==> config.mk <==
export PLATFORM = sky130hd
export DESIGN_NAME = bounded_counter
export DESIGN_NICKNAME = d
export VERILOG_FILES = /design/src/rtl/bounded_counter_pkg.sv /design/src/rtl/bounded_step.sv /design/src/rtl/bounded_counter.sv
export SDC_FILE = /design/constraint.sdc
export NUM_CORES = 1
export LEC_CHECK = 0
export BUFFER_PORTS_ARGS = -buffer_cell sky130_fd_sc_hd__buf_2
export CAP_MARGIN = 5
export CORE_ASPECT_RATIO = 0.75
export CORE_UTILIZATION = 49
export DETAILED_ROUTE_END_ITERATION = 6
export PLACE_DENSITY = 0.71
export SYNTH_ARGS = -nofsm -noshare
export SYNTH_HDL_FRONTEND = slang
export SYNTH_SLANG_ARGS = --single-unit
==> constraint.sdc <==
create_clock -name clk -period 4.4 [get_ports clk]
set_input_delay 0.66 -clock clk [delete_from_list [all_inputs] [get_ports clk]]
set_output_delay 0.66 -clock clk [all_outputs]
set_load 0.02 [all_outputs]
==> src/rtl/bounded_counter_pkg.sv <==
// Shared types for bounded_counter: count-operation encoding, mode constants
// and the priority decode used by the top level.
package bounded_counter_pkg;

  typedef enum logic [1:0] {
    OP_HOLD = 2'd0,
    OP_LOAD = 2'd1,
    OP_UP   = 2'd2,
    OP_DOWN = 2'd3
  } op_e;

  localparam logic MODE_SAT  = 1'b0;
  localparam logic MODE_WRAP = 1'b1;

  // load wins; otherwise exactly one of up/down with a non-zero step and sane bounds.
  function automatic op_e decode_op(input logic load,
                                    input logic up,
                                    input logic down,
                                    input logic blocked,
                                    input logic step_zero);
    op_e op;
    op = OP_HOLD;
    if (load) begin
      op = OP_LOAD;
    end else if ((up ^ down) && !blocked && !step_zero) begin
      op = up ? OP_UP : OP_DOWN;
    end
    return op;
  endfunction

endpackage

==> src/rtl/bounded_step.sv <==
// Combinational next-count calculation for bounded_counter: applies one up or
// down step against the window [min_i, max_i], saturating or wrapping at the edges.
module bounded_step
  import bounded_counter_pkg::*;
#(
  parameter int N      = 8,
  parameter int STEP_W = 4
) (
  input  logic [N-1:0]      cnt_i,
  input  logic [N-1:0]      max_i,
  input  logic [N-1:0]      min_i,
  input  logic [STEP_W-1:0] step_i,
  input  op_e               op_i,
  input  logic              mode_i,
  output logic [N-1:0]      next_o,
  output logic              wrap_o
);

  logic [N-1:0] step_n;
  logic [N:0]   up_sum;
  logic [N:0]   down_floor;

  // One extra bit so neither out + step nor min + step can overflow silently.
  assign step_n     = N'(step_i);
  assign up_sum     = {1'b0, cnt_i} + {1'b0, step_n};
  assign down_floor = {1'b0, min_i} + {1'b0, step_n};

  always_comb begin
    next_o = cnt_i;
    wrap_o = 1'b0;
    case (op_i)
      OP_UP: begin
        if (up_sum <= {1'b0, max_i}) begin
          next_o = up_sum[N-1:0];
        end else if (mode_i == MODE_WRAP) begin
          next_o = min_i;
          wrap_o = 1'b1;
        end else begin
          next_o = max_i;
        end
      end
      OP_DOWN: begin
        if ({1'b0, cnt_i} >= down_floor) begin
          next_o = cnt_i - step_n;
        end else if (mode_i == MODE_WRAP) begin
          next_o = max_i;
          wrap_o = 1'b1;
        end else begin
          next_o = min_i;
        end
      end
      default: begin
      end
    endcase
  end

endmodule

==> src/rtl/bounded_counter.sv <==
// Window-bounded up/down counter with programmable bounds and step.
// Define BOUNDED_COUNTER_WRAP_EN to honour mode (wrap) and build the wrapped pulse.
module bounded_counter
  import bounded_counter_pkg::*;
#(
  parameter int N      = 8,
  parameter int STEP_W = 4
) (
  input  logic              clk,
  input  logic              rst,
  input  logic              up,
  input  logic              down,
  input  logic              load,
  input  logic              load_max,
  input  logic              load_min,
  input  logic              mode,
  input  logic [STEP_W-1:0] step,
  input  logic [N-1:0]      in,
  output logic [N-1:0]      out,
  output logic [N-1:0]      max_q,
  output logic [N-1:0]      min_q,
  output logic              at_max,
  output logic              at_min,
  output logic              wrapped,
  output logic              bad_bounds
);

  logic [N-1:0] cnt_q, cnt_d;
  logic [N-1:0] hi_q, hi_d;
  logic [N-1:0] lo_q, lo_d;
  logic [N-1:0] step_next;
  logic         step_wrap;
  logic         mode_eff;
  op_e          op;

  assign op = decode_op(load, up, down, bad_bounds, step == '0);

  bounded_step #(
    .N      (N),
    .STEP_W (STEP_W)
  ) u_step (
    .cnt_i  (cnt_q),
    .max_i  (hi_q),
    .min_i  (lo_q),
    .step_i (step),
    .op_i   (op),
    .mode_i (mode_eff),
    .next_o (step_next),
    .wrap_o (step_wrap)
  );

  // The count step above sees the pre-edge bounds even when a bound loads this cycle.
  always_comb begin
    cnt_d = (op == OP_LOAD) ? in : step_next;
    hi_d  = load_max ? in : hi_q;
    lo_d  = load_min ? in : lo_q;
  end

  always_ff @(posedge clk or negedge rst) begin
    if (!rst) begin
      cnt_q <= '0;
      hi_q  <= '1;
      lo_q  <= '0;
    end else begin
      cnt_q <= cnt_d;
      hi_q  <= hi_d;
      lo_q  <= lo_d;
    end
  end

`ifdef BOUNDED_COUNTER_WRAP_EN
  logic wrapped_q, wrapped_d;

  assign mode_eff  = mode;
  assign wrapped_d = step_wrap;

  always_ff @(posedge clk or negedge rst) begin
    if (!rst) begin
      wrapped_q <= 1'b0;
    end else begin
      wrapped_q <= wrapped_d;
    end
  end

  assign wrapped = wrapped_q;
`else
  logic unused_wrap_cfg;

  assign mode_eff        = MODE_SAT;
  assign wrapped         = 1'b0;
  assign unused_wrap_cfg = step_wrap | mode;
`endif

  assign out        = cnt_q;
  assign max_q      = hi_q;
  assign min_q      = lo_q;
  assign at_max     = (cnt_q == hi_q);
  assign at_min     = (cnt_q == lo_q);
  assign bad_bounds = (lo_q > hi_q);

endmodule

==> run_results.csv <==
group,metric,value,unit
pwr,combPwrFrac,0.604,
critical_path,reg2regPathDepth,13,
detailed_routing,totalWireLength,6980,um
pwr,p_leak,1.37,nW
clock_tree,cts_buffers,3,
placement,dp_slack,587,ps
logic_synthesis,netlist_area,0.00270,mm2
global_routing,grt_use_met3,0.0424,
global_routing,antenna_found_initial,0,
clock_tree,root_buffer,"clkbuf_8",
sta,worstMarginPinSlew,747,ps
pwr,p_clk_frac,0.126,
finish,post-route-cell-area,0.00300,mm2
critical_path,cp_cell_sequence,"ha_1 > inv_1 > fa_1 > nor3_1 > a211o_1 > xor2_1 > ha_1 > nand4_1 > o221a_1 > a211o_4 > nand2_4 > mux2_4 > o211a_1",
detailed_routing,routedWlPerCell,17.0,um
logic_synthesis,synth_nets,361,
logic_synthesis,synth-edff-count,0,
sta,post-route-period-util,0.823,
detailed_routing,dr.pass1.iters,4,
critical_path,critPathKind,"reg2reg",
hold_path,min_path_type,"in2async",
die,fp.dieH,66.2,um
sta,drv_slew,0,
pwr,cellPowerDensity,415,mW/mm2
sta,min_period,3620,ps
placement,place_area,0.00295,mm2
logic_synthesis,async_flop_share,1.00,
critical_path,critPathRequiredTime,4570,ps
detailed_routing,drc,0,
logic_synthesis,synthTopCellsByCount,"ha_1, xnor2_1, inv_1",
pwr,p_seq_frac,0.270,
clock_tree,cts_setup_buffers,0,
run,cap_violations,0,
sta,finalHoldViolations,0,
pwr,p_int,0.000670,W
pwr,peakVddDrop,0.000214,V
pwr,netSwitchingPower,0.000574,W
die,die-area,0.00581,mm2
critical_path,cp-end-kind,"flip-flop",
clock_tree,clock_path_buffers,2,
finish,final_cells,411,
sta,fmax,276,MHz
critical_path,cp.arrival,3790,ps
die,initial_utilization,0.529,
finish,synthToLayoutAreaGrowth,11.3,%
sta,setup_ws,781,ps
placement,dp_cells,407,
logic_synthesis,dominantRegCellSynth,"dfrtp_1",
die,chipWidth,87.7,um
die,coreArea,0.00509,mm2
critical_path,r2r_end,"out[7]",
global_routing,grt_pass1_wl,11900,um
clock_tree,clock-sinks,24,
clock_tree,holdBufCountCts,0,
logic_synthesis,yosysSeqAreaShare,0.226,
outcome,outcome,"complete, no violations",
critical_path,cp-start-kind,"flip-flop",
global_routing,grt_max_degree,25,
detailed_routing,antenna_left,0,
critical_path,cp_slowest_cell,"dfrtp_1",
pwr,finalPower,0.00124,W
critical_path,slowest_delay,480,ps
pwr,switching_share,0.461,
clock_tree,clkLatencyLatePin,270,ps
clock_tree,htree_num_levels,1,
logic_synthesis,synth_seq_cells,24,
logic_synthesis,synthTopCellsByArea,"ha_1, dfrtp_1, dfstp_2",
finish,layout.nets,399,
logic_synthesis,synth_cells,302,
finish,drive_gt1_frac,0.236,
detailed_routing,num_vias,2383,
clock_tree,cts_resized,0,
critical_path,r2r_slack,780,ps
detailed_routing,drt_iter0_markers,91,
finish,antenna_cells,0,
logic_synthesis,synth.avg_cell_area,8.93,um2
clock_tree,cts.clk_slew.worst_paths,90,ps
logic_synthesis,synth_top_area_cell,"ha_1",
clock_tree,cts_tree,"built",
sta,max-slew-margin-rel,0.500,
global_routing,overflow,0,
critical_path,crit_top_cell,"ha_1",
global_routing,top_usage_layer,"met2",
critical_path,worst-path-max-fanout,7,
global_routing,grtUsageMet2,0.419,
global_routing,grt_pass1_vias,2301,
die,num_rows,22,
die,ios,48,
placement,dp_hpwl,5550,um
critical_path,r2r_start,"out[0]",
logic_synthesis,yosys_warnings,0,
sta,rsz0062_at_grt,"false",
logic_synthesis,yosysUniqueCellTypes,61,
placement,gp_congestion,0.893,
global_routing,grtUsageTotal,0.268,
placement,port_buffers,45,
detailed_routing,vias_per_cell,5.80,
logic_synthesis,synth.most_common_cell,"ha_1",
sta,fin_skew,5.78,ps
global_routing,grt_util_met1,0.398,
sta,finalSetupTns,0,ps
logic_synthesis,yosysTopAreaCellShare,0.167,
sta,setup_viol,0,
-- worst max-delay path: cells and delay by family (launching register included) --
family / cells / cell delay [ps]
AOI/OAI and AO/OA: 4 / 1080
DFF: 1 / 480
and+or+nand+nor: 3 / 510
xor gates and xnor gates: 1 / 120
adders and majority gates: 3 / 960
muxes: 1 / 310
buffers and inverters: 1 / 50
-- logic make-up (layout without fill, tap and decap cells) --
kind of cell | count (synthesis) | count (layout) | share of synthesized area
buffers and inverters | 35 | 72 | 0.0580
DFF | 24 | 24 | 0.226
other | 1 | 1 | 0.00139
xor gates and xnor gates | 32 | 32 | 0.104
muxes | 14 | 14 | 0.0580
and+or+nand+nor | 82 | 82 | 0.169
AOI/OAI and AO/OA | 75 | 75 | 0.194
adders and majority gates | 39 | 39 | 0.189
-- layout make-up --
type / count / area [um2]
clock buffer: 4 / 55.1
inverter: 22 / 82.6
timing repair buffer: 46 / 233
sequential: 24 / 611
fill: 468 / 2090
tap: 72 / 90.1
multi-input combinational: 243 / 1930
-- cells in the final DEF, fill, tap and decap left out, types with 3 or more instances in the layout --
master    instances
ha_1             36
mux2i_1           4
a21oi_1          17
o31a_1            3
nor4_1            3
a21o_1            3
nand2b_1          6
inv_1            21
nand3_1           4
buf_2            45
dfstp_2           8
o21ai_0          16
nor3_1            6
fa_1              3
clkbuf_8          4
xnor2_1          24
and3_1            5
xor2_1            8
mux2_2            9
nand4_1           7
o211ai_1          7
nor2_1           10
a22oi_1           5
nand2_1          20
dfrtp_1          16
nor2b_1           9
-- power groups by stage --
stage / clock network [W] / logic (W) / registers, W
2_1_floorplan: 0 / 0.000563 / 0.000336
3_3_place_gp: 0 / 0.000728 / 0.000339
3_5_place_dp: 0 / 0.000742 / 0.000339
4_1_cts: 0.000157 / 0.000747 / 0.000335
5_1_grt: 0.000168 / 0.000852 / 0.000342
6_report: 0.000157 / 0.000751 / 0.000336
-- how the worst max path moves through the flow --
stage / startpoint / endpoint / slack (ps) / cells past startpoint
after floorplan: step[0] / out[7] / 1020 / 13
after global placement: step[1] / out[7] / 600 / 13
final: out[0] / out[7] / 780 / 13
after CTS: out[0] / out[7] / 840 / 13
after detailed placement: step[2] / out[7] / 590 / 14
after global routing: min_q[0] / out[2] / 500 / 14
-- metal layers --
layer / routed length, um / up-vias
met5: 0 / -
met4: 8 / 0
met3: 452 / 2
met2: 2910 / 83
met1: 3610 / 1141
li1: - / 1157
-- state kept, by name, indices dropped and copies added (netlist names) --
signal,count
min_q,8
max_q,8
out,8
-- per-stage QoR --
step	utilization	hold slack (ps)
after detailed placement	0.578	575
after global routing	0.589	414
after floorplan	-	364
final	0.589	373
after global placement	0.578	564
after CTS	0.589	385
Note: power is estimated with default switching activity, not from simulation.
